$ cat src/rtl/char_draw_ctrl.sv
// -----------------------------------------------------------------------------
// char_draw_ctrl
//
// Renders one character glyph into the framebuffer. A start request latches the
// cell origin and character code. The block then sweeps a CELL_W x CELL_H cell
// in row-major order, driving the shared glyph decoder bank with absolute
// coordinates (flush_x/flush_y). Decoder hits become registered plot writes
// that honour plot_ready backpressure.
//
// Optional feature macro: CHAR_BG_FILL_EN
//   defined   : every cell pixel is written; misses use BG_COLOUR, so any old
//               glyph in the cell is erased.
//   undefined : only glyph hits are written and the background is untouched.
//
// Ports
//   clk, resetn          rising-edge clock, asynchronous active-low reset
//   start                draw request, sampled only in IDLE
//   char_x, char_y       cell origin
//   char_code            character select
//   busy                 high while the cell is swept and the last write drains
//   done                 one-cycle completion pulse
//   glyph_sel/x/y        latched code/origin, fed to the external decoder mux
//   flush_x, flush_y     current absolute pixel (origin + dx/dy, mod 256)
//   glyph_colour/enable  decoder response, combinational from flush_x/flush_y
//   plot, plot_x/y       registered framebuffer write strobe and address
//   plot_colour          registered write colour
//   plot_ready           framebuffer accepts the write presented this cycle
// -----------------------------------------------------------------------------
`timescale 1ns/1ps

module char_draw_ctrl #(
    parameter int          CELL_W    = 10,
    parameter int          CELL_H    = 10,
    parameter int          CODE_W    = 6,
    parameter logic [5:0]  BG_COLOUR = 6'b000000
) (
    input  logic              clk,
    input  logic              resetn,
    input  logic              start,
    input  logic [7:0]        char_x,
    input  logic [7:0]        char_y,
    input  logic [CODE_W-1:0] char_code,
    output logic              busy,
    output logic              done,
    output logic [CODE_W-1:0] glyph_sel,
    output logic [7:0]        glyph_x,
    output logic [7:0]        glyph_y,
    output logic [7:0]        flush_x,
    output logic [7:0]        flush_y,
    input  logic [5:0]        glyph_colour,
    input  logic              glyph_enable,
    output logic              plot,
    output logic [7:0]        plot_x,
    output logic [7:0]        plot_y,
    output logic [5:0]        plot_colour,
    input  logic              plot_ready
);

    localparam int DX_W = (CELL_W > 1) ? $clog2(CELL_W) : 1;
    localparam int DY_W = (CELL_H > 1) ? $clog2(CELL_H) : 1;
    localparam logic [DX_W-1:0] DX_LAST = DX_W'(CELL_W - 1);
    localparam logic [DY_W-1:0] DY_LAST = DY_W'(CELL_H - 1);

    typedef enum logic [1:0] {
        IDLE  = 2'd0,
        SCAN  = 2'd1,
        DRAIN = 2'd2,
        DONE  = 2'd3
    } state_t;

    state_t              state_q,       state_d;
    logic [DX_W-1:0]     dx_q,          dx_d;
    logic [DY_W-1:0]     dy_q,          dy_d;
    logic [CODE_W-1:0]   glyph_sel_q,   glyph_sel_d;
    logic [7:0]          glyph_x_q,     glyph_x_d;
    logic [7:0]          glyph_y_q,     glyph_y_d;
    logic                plot_q,        plot_d;
    logic [7:0]          plot_x_q,      plot_x_d;
    logic [7:0]          plot_y_q,      plot_y_d;
    logic [5:0]          plot_colour_q, plot_colour_d;

    logic                stall;
    logic                pix_write;
    logic [5:0]          pix_colour;

    // Absolute pixel address; 8-bit wrap is intended (no clipping at 255).
    assign flush_x = glyph_x_q + 8'(dx_q);
    assign flush_y = glyph_y_q + 8'(dy_q);

    // A presented write that the framebuffer refuses freezes the sweep.
    assign stall = plot_q & ~plot_ready;

    // Colour is chosen for every pixel; without background fill a miss simply
    // does not assert plot, so the colour register content is irrelevant then.
    assign pix_colour = glyph_enable ? glyph_colour : BG_COLOUR;
`ifdef CHAR_BG_FILL_EN
    assign pix_write  = 1'b1;
`else
    assign pix_write  = glyph_enable;
`endif

    always_comb begin
        // NOTE: every _d gets its hold value first so no path through the case
        // leaves a variable unassigned, which would infer a latch.
        state_d       = state_q;
        dx_d          = dx_q;
        dy_d          = dy_q;
        glyph_sel_d   = glyph_sel_q;
        glyph_x_d     = glyph_x_q;
        glyph_y_d     = glyph_y_q;
        plot_d        = plot_q;
        plot_x_d      = plot_x_q;
        plot_y_d      = plot_y_q;
        plot_colour_d = plot_colour_q;

        unique case (state_q)
            IDLE: begin
                plot_d = 1'b0;
                if (start) begin
                    glyph_sel_d = char_code;
                    glyph_x_d   = char_x;
                    glyph_y_d   = char_y;
                    dx_d        = '0;
                    dy_d        = '0;
                    state_d     = SCAN;
                end
            end

            SCAN: begin
                if (!stall) begin
                    plot_d        = pix_write;
                    plot_x_d      = flush_x;
                    plot_y_d      = flush_y;
                    plot_colour_d = pix_colour;
                    if (dx_q == DX_LAST) begin
                        dx_d = '0;
                        if (dy_q == DY_LAST) begin
                            state_d = DRAIN;
                        end else begin
                            dy_d = dy_q + DY_W'(1);
                        end
                    end else begin
                        dx_d = dx_q + DX_W'(1);
                    end
                end
            end

            // The last pixel's write is still on the port; wait for acceptance.
            DRAIN: begin
                if (!stall) begin
                    plot_d  = 1'b0;
                    state_d = DONE;
                end
            end

            DONE: begin
                state_d = IDLE;
            end

            default: begin
                state_d = IDLE;
            end
        endcase
    end

    // NOTE: state registers use non-blocking assignments so every flop samples
    // the pre-edge values regardless of statement order.
    always_ff @(posedge clk or negedge resetn) begin
        if (!resetn) begin
            state_q       <= IDLE;
            dx_q          <= '0;
            dy_q          <= '0;
            glyph_sel_q   <= '0;
            glyph_x_q     <= '0;
            glyph_y_q     <= '0;
            plot_q        <= 1'b0;
            plot_x_q      <= '0;
            plot_y_q      <= '0;
            plot_colour_q <= '0;
        end else begin
            state_q       <= state_d;
            dx_q          <= dx_d;
            dy_q          <= dy_d;
            glyph_sel_q   <= glyph_sel_d;
            glyph_x_q     <= glyph_x_d;
            glyph_y_q     <= glyph_y_d;
            plot_q        <= plot_d;
            plot_x_q      <= plot_x_d;
            plot_y_q      <= plot_y_d;
            plot_colour_q <= plot_colour_d;
        end
    end

    assign busy        = (state_q == SCAN) || (state_q == DRAIN);
    assign done        = (state_q == DONE);
    assign glyph_sel   = glyph_sel_q;
    assign glyph_x     = glyph_x_q;
    assign glyph_y     = glyph_y_q;
    assign plot        = plot_q;
    assign plot_x      = plot_x_q;
    assign plot_y      = plot_y_q;
    assign plot_colour = plot_colour_q;

endmodule

$ cat config.mk
export PLATFORM = sky130hd
export DESIGN_NAME = char_draw_ctrl
export DESIGN_NICKNAME = d
export VERILOG_FILES = /design/src/rtl/char_draw_ctrl.sv
export SDC_FILE = /design/constraint.sdc
export NUM_CORES = 1
export LEC_CHECK = 0
export BUFFER_PORTS_ARGS = -buffer_cell sky130_fd_sc_hd__buf_4
export CAP_MARGIN = 20
export CORE_ASPECT_RATIO = 0.8
export CORE_MARGIN = 2
export CORE_UTILIZATION = 54
export CTS_BUF_LIST = sky130_fd_sc_hd__clkbuf_16
export DETAILED_ROUTE_END_ITERATION = 10
export PLACE_DENSITY = 0.85
export SLEW_MARGIN = 5
export SYNTH_ARGS = -nofsm -noshare
export SYNTH_HDL_FRONTEND = slang
export SYNTH_SLANG_ARGS = --single-unit
$ cat constraint.sdc
create_clock -name clk -period 5.8 [get_ports clk]
set_input_delay 0.29 -clock clk [delete_from_list [all_inputs] [get_ports clk]]
set_output_delay 0.29 -clock clk [all_outputs]
set_load 0.05 [all_outputs]
==> impl_metrics.yaml, run 1 <==
clocking:
  total_of_hold_buffers_inserted_after_clock_tree_synthesis: 0
  deepest_clock_path_buffer_count: 2
  cts-htree-levels: 2
  clock_tree_from_tritoncts: "done"
  worstSkewPairLatency_ns: 0.29
  cts.reportedPaths.clkPinSlew_ns: 0.07
  cts_root_buf: "sky130_fd_sc_hd__clkbuf_16"
  numClockSinks: 55
  cts_post_setup_buffers_inserted: 0
  tritoncts_buffer_count: 5
  ctsResizeCount: 0
placement:
  globalplace.congestion: 0.809
  detailed_place_hpwl_mm: 4.80
  buffer_ports.inserted: 95
finish:
  share_of_cells_above_drive_strength_1_pct: 43.2
  area.growth.synth_to_final_pct: 32.7
  area.sequential_um2: 1380
  multiInputGateArea_um2: 1420
  fillers: 358
  fin_nets: 396
  diodes: 0
routing:
  vias_per_cell: 5.47
  detailroute.via_count: 2227
  wl_per_cell_um: 16.3
  drtPass1Iterations: 9
  postRouteWirelength_mm: 6.62
  drt.antenna.violating_nets: 0
  post_detailed_route_drc_marker_count: 7
  first_iter_violations: 152
synth:
  post-synth-top-count-cell: "sky130_fd_sc_hd__dfrtp_1"
  post_synth_num_cell_types: 47
  flop_and_latch_count_out_of_synthesis: 55
  leading_post_synthesis_cells_by_cell_area: "sky130_fd_sc_hd__dfrtp_1, sky130_fd_sc_hd__mux2_2, sky130_fd_sc_hd__ha_1"
  post_synth_most_frequent_cells: "sky130_fd_sc_hd__dfrtp_1, sky130_fd_sc_hd__mux2_2, sky130_fd_sc_hd__nand2_1"
  synthDominantAreaCellType: "sky130_fd_sc_hd__dfrtp_1"
  syn-instance-count: 248
  postSynthNetCount: 300
  synthArstFlopShare_pct: 100
  most_frequently_used_flop_master_after_synthesis: "sky130_fd_sc_hd__dfrtp_1"
  synth-edff-count: 0
  syn_area_per_cell_um2: 11.6
  synth.yosys.seq_area_share_pct: 47.7
  synth-warning-count: 0
  synth.top_cell.area_share_pct: 47.7
  netlist_area_um2: 2890
min_path:
  hold_class: "in2async"
global_routing:
  number_of_antenna_violations_at_the_first_check_in_global_routing: 0
  first_pass_grt_wire_length_mm: 11.2
  grt_pass1_vias: 2346
  globalRouteOverflowTotal: 0
  grt_start_max_net_pins: 56
  gr-usage-all-layers_pct: 23.6
status:
  outcome: "complete, but fails checks"
  failed_checks: "design-rule violations"
worst_setup_path:
  rr_startpoint: "state_q[1]$_DFFE_PN0P_"
  critical_path.endpoint_type: "primary output"
  worst-setup-path-type: "reg2out"
  r2r.worst_path.cells: 5
  critical_path.startpoint_type: "flip-flop"
  rrSetupSlack_ns: 3.60
  crit_path_max_fanout: 5
  worst_endpoint_required_time_ns: 5.51
  critPathLaunch: "dx_q[0]$_DFFE_PN0P_"
  critical_path.reg2reg.endpoint: "plot_y[4]$_DFFE_PN0P_"
  timing.critical_path.to: "flush_x[4]"
  worst_ep_arrival_time_ns: 2.23
timing:
  setup_viol: 0
  worst_pin_slew_ns: 0.987
  worst_clock_skew_ns: 0.00488
  totalNegativeSetupSlack_ns: 0
  final_period_util_pct: 43.5
  finalHoldViolCount: 0
  max_slew_margin_pct: 34.0
  period_needed_ns: 2.52
  grt_setup_unrepaired: "no"
  drv_slew: 0
  clock.fmax_mhz: 397
floorplan:
  floorplan.die.width_um: 85.8
  die_footprint_um2: 5950
  top_level_ports: 96
  rows: 23
  effective_utilization_at_floorplan_pct: 56.7
  coreArea_um2: 5090
  dieHeight_um: 69.4
flow_run:
  drv.max_cap_violation_count: 0
-- worst max-delay path: stages (launching register included) --
cell,delay (ns)
sky130_fd_sc_hd__dfrtp_1,0.44
sky130_fd_sc_hd__ha_1,0.24
sky130_fd_sc_hd__inv_1,0.07
sky130_fd_sc_hd__fa_1,0.41
sky130_fd_sc_hd__nor2b_1,0.18
sky130_fd_sc_hd__o21ai_0,0.13
sky130_fd_sc_hd__nand2b_1,0.13
sky130_fd_sc_hd__xnor2_1,0.13
sky130_fd_sc_hd__buf_4,0.22
-- cell type report --
class	count	area share [%]
multi-input cells	175	37.1
inverters	12	1.31
repair buffers	95	18.6
flip-flops and latches	55	35.9
well taps	62	2.02
clock inverters	3	1.76
clock buffers	5	3.27
-- per-stage QoR --
step           setup WS [ns]  util [%]  instance area (µm²)  cells  hold WS, ns
2_1_floorplan           3.03         -                 2890    248     -0.00559
3_3_place_gp            3.63      71.4                 3640    399        0.378
3_5_place_dp            3.60      71.4                 3640    399        0.376
4_1_cts                 3.27      75.2                 3830    407       0.0699
5_1_grt                 3.15      75.2                 3830    407        0.104
6_report                3.28      75.2                 3830    407       0.0257
-- logic make-up after synthesis --
kind of cell | after synthesis | synth area share, %
muxes | 36 | 14.1
and+or+nand+nor | 65 | 12.2
DFF | 55 | 47.7
xor gates and xnor gates | 8 | 2.43
AOI/OAI and AO/OA | 47 | 11.8
buffers and inverters | 18 | 3.12
adders and majority gates | 19 | 8.75
-- layout by cell type, fill, tap and decap left out, types with 3 or more instances in the layout --
cell                        instances
sky130_fd_sc_hd__a31oi_1            4
sky130_fd_sc_hd__ha_1              17
sky130_fd_sc_hd__inv_1             11
sky130_fd_sc_hd__nand3_1            8
sky130_fd_sc_hd__nand2b_1           4
sky130_fd_sc_hd__mux2_2            33
sky130_fd_sc_hd__or3_1              4
sky130_fd_sc_hd__a21oi_1            7
sky130_fd_sc_hd__o21ai_0           17
sky130_fd_sc_hd__clkbuf_16          5
sky130_fd_sc_hd__xnor2_1            7
sky130_fd_sc_hd__dfrtp_1           55
sky130_fd_sc_hd__nor2_1            10
sky130_fd_sc_hd__nand2_1           25
sky130_fd_sc_hd__buf_4             95
sky130_fd_sc_hd__a21o_1             3
-- state kept, by name, indices dropped and copies added, names as in the netlist --
name / flops
glyph_x: 8
dx_q: 4
glyph_y: 8
plot: 1
glyph_sel: 6
plot_colour: 6
state_q: 2
plot_y: 8
plot_x: 8
dy_q: 4
-- routing by layer --
metal | global-route usage (%) | part of all wire [%] | vias to the layer above
li1 | - | - | 1074
met1 | 29.2 | 41 | 1064
met2 | 40.3 | 50 | 83
met3 | 7.14 | 8.0 | 6
met4 | 5.64 | 0.63 | 0
met5 | 0 | 0 | -
-- how the worst min path moves through the flow --
stage | cells past startpoint | slack (ns) | end
after floorplan | 0 | -0.006 | dx_q[0]$_DFFE_PN0P_
after global placement | 1 | 0.38 | plot_x[5]$_DFFE_PN0P_
after detailed placement | 1 | 0.38 | plot_x[5]$_DFFE_PN0P_
after CTS | 1 | 0.07 | plot_x[5]$_DFFE_PN0P_
after global routing | 1 | 0.10 | plot_x[7]$_DFFE_PN0P_
final | 1 | 0.03 | plot_x[5]$_DFFE_PN0P_
Power of run 1 is left out: the tool's default activity adds up to more than one toggle a clock period on the data nets, which glitch-free logic cannot reach.
==> inputs of run 2 (changes only) <==
--- a/config.mk
+++ b/config.mk
@@ -9,10 +9,10 @@
 export CAP_MARGIN = 20
 export CORE_ASPECT_RATIO = 0.8
 export CORE_MARGIN = 2
-export CORE_UTILIZATION = 54
+export CORE_UTILIZATION = 46
 export CTS_BUF_LIST = sky130_fd_sc_hd__clkbuf_16
 export DETAILED_ROUTE_END_ITERATION = 10
-export PLACE_DENSITY = 0.85
+export PLACE_DENSITY = 0.77
 export SLEW_MARGIN = 5
 export SYNTH_ARGS = -nofsm -noshare
 export SYNTH_HDL_FRONTEND = slang
==> constraint.sdc (replaced) <==
create_clock -name clk -period 2.3 [get_ports clk]
set_input_delay 0.115 -clock clk [delete_from_list [all_inputs] [get_ports clk]]
set_output_delay 0.115 -clock clk [all_outputs]
set_load 0.05 [all_outputs]
==> run 2 against run 1 <==
Against the previous run:
- the run now ends clean
- non-clock buffer count rose by 10
- worst hold slack better by 0.026 ns
- cell count rose by 7.1%
- largest cell class unchanged
==> impl_metrics.yaml, run 2 (synthesized netlist as in run 1, its figures left out) <==
timing:
  worst_pin_slew_ns: 0.705
  setup_viol: 0
  layout_setup_ws_ns: 0.103
  final_period_util_pct: 95.5
  totalNegativeSetupSlack_ns: 0
  worst_clock_skew_ns: 0.00628
  finalHoldViolCount: 0
  max_slew_margin_pct: 53.0
  grt_setup_unrepaired: "no"
  clock.fmax_mhz: 455
  period_needed_ns: 2.20
  fin_hold_ws_ns: 0.0520
  drv_slew: 0
min_path:
  worstHoldEndpoint: "glyph_x[7]$_DFFE_PN0P_"
  hold_class: "in2reg"
  timing.hold.worst_path_depth: 2
  min_from: "char_x[7]"
finish:
  share_of_cells_above_drive_strength_1_pct: 48.2
  multiInputGateArea_um2: 1500
  diodes: 0
  fillers: 471
  layoutNonFillerInstCount: 436
  layout_commonest_cell: "sky130_fd_sc_hd__buf_4"
  final_cell_mix: "sky130_fd_sc_hd__buf_4, sky130_fd_sc_hd__dfrtp_1, sky130_fd_sc_hd__mux2_2, sky130_fd_sc_hd__nand2_1, sky130_fd_sc_hd__ha_1"
  area.growth.synth_to_final_pct: 38.2
  fin_nets: 406
  area.sequential_um2: 1380
clocking:
  cts-htree-levels: 2
  worstSkewPairLatency_ns: 0.29
  deepest_clock_path_buffer_count: 2
  cts.reportedPaths.clkPinSlew_ns: 0.07
  cts_root_buf: "sky130_fd_sc_hd__clkbuf_16"
  clock_tree_from_tritoncts: "done"
  tritoncts_buffer_count: 5
  numClockSinks: 55
global_routing:
  grt_start_max_net_pins: 56
  gr-usage-all-layers_pct: 20.2
  first_pass_grt_wire_length_mm: 11.0
  globalRouteOverflowTotal: 0
  met2_resource_use_gr_pct: 35.0
  use_met3_pct: 5.61
  m1_gr_usage_pct: 25.3
  number_of_antenna_violations_at_the_first_check_in_global_routing: 0
  grt_pass1_vias: 2336
  global_route.peak_usage_layer: "met2"
worst_setup_path:
  rrSetupSlack_ns: 0.34
  worst-setup-path-type: "reg2out"
  rr_startpoint: "glyph_y[0]$_DFFE_PN0P_"
  worst_endpoint_required_time_ns: 2.18
  critical_path.startpoint_type: "flip-flop"
  critical_path.reg2reg.endpoint: "plot_y[6]$_DFFE_PN0P_"
  r2r.worst_path.cells: 6
  crit_path_max_fanout: 3
  worst_ep_arrival_time_ns: 2.08
  critical_path.endpoint_type: "primary output"
routing:
  drt.antenna.violating_nets: 0
  wl_per_cell_um: 14.9
  vias_per_cell: 5.15
  first_iter_violations: 51
  drtPass1Iterations: 4
  detailroute.via_count: 2247
  post_detailed_route_drc_marker_count: 0
  postRouteWirelength_mm: 6.49
placement:
  detailed_place_hpwl_mm: 4.84
  globalplace.congestion: 0.736
  placed_cells_incl_taps: 425
  pre_cts_setup_slack_ns: 0.298
  buffer_ports.inserted: 95
floorplan:
  effective_utilization_at_floorplan_pct: 48.3
  top_level_ports: 96
  die_footprint_um2: 6930
  coreArea_um2: 5970
  dieHeight_um: 74.9
  floorplan.die.width_um: 92.6
  rows: 25
flow_run:
  drv.max_cap_violation_count: 0
status:
  outcome: "finished, final reports clean"
## run 2: how the worst max path moves through the flow
stage / start / endpoint / slack [ns] / depth (start not counted)
floorplan: glyph_x[0]$_DFFE_PN0P_ / plot_x[6]$_DFFE_PN0P_ / -0.16 / 7
CTS: glyph_y[0]$_DFFE_PN0P_ / flush_y[4] / 0.02 / 6
global placement: glyph_y[0]$_DFFE_PN0P_ / flush_y[4] / 0.34 / 6
detailed placement: glyph_y[0]$_DFFE_PN0P_ / plot_y[4]$_DFFE_PN0P_ / 0.30 / 6
finish: glyph_y[0]$_DFFE_PN0P_ / flush_y[6] / 0.10 / 6
global route: dy_q[3]$_DFFE_PN0P_ / flush_y[7] / 0.001 / 6
## run 2: stage by stage
stage / util, % / instance area, µm²
detailed placement: 63.2 / 3780
global route: 66.8 / 3990
global placement: 63.2 / 3780
finish: 66.8 / 3990
floorplan: - / 2950
CTS: 66.4 / 3970
## run 2: layout make-up
type / instances / share of cell area [%]
Clock buffer: 5 / 3.13
Clock inverter: 3 / 0.972
Inverter: 12 / 1.25
Multi-Input combinational cell: 175 / 37.5
Sequential cell: 55 / 34.5
Tap cell: 81 / 2.54
Timing Repair Buffer: 105 / 20.1
## run 2: what timing repair did
action	4_1_cts	5_1_grt
gates resized for setup	2	6
hold buffers	1	0
endpoints found under the hold margin	55	0
setup buffers	1	1
setup endpoints to repair	3	3
## run 2: critical path, cell delays in order, from the launching register on
cell and delay, ns:
sky130_fd_sc_hd__dfrtp_2 0.41, sky130_fd_sc_hd__ha_1 0.25, sky130_fd_sc_hd__fa_2 0.38, sky130_fd_sc_hd__a21o_1 0.23
sky130_fd_sc_hd__o21ai_2 0.19, sky130_fd_sc_hd__xnor2_2 0.16, sky130_fd_sc_hd__buf_6 0.19
## run 2: per-layer routing
layer | wire length (µm) | vias up | share of wire [%]
met5 | 0 | - | 0
met4 | 117 | 0 | 1.8
met2 | 2980 | 79 | 46
met1 | 2910 | 1071 | 45
li1 | - | 1084 | -
met3 | 480 | 13 | 7.4
Power of run 2 is left out for the same reason.
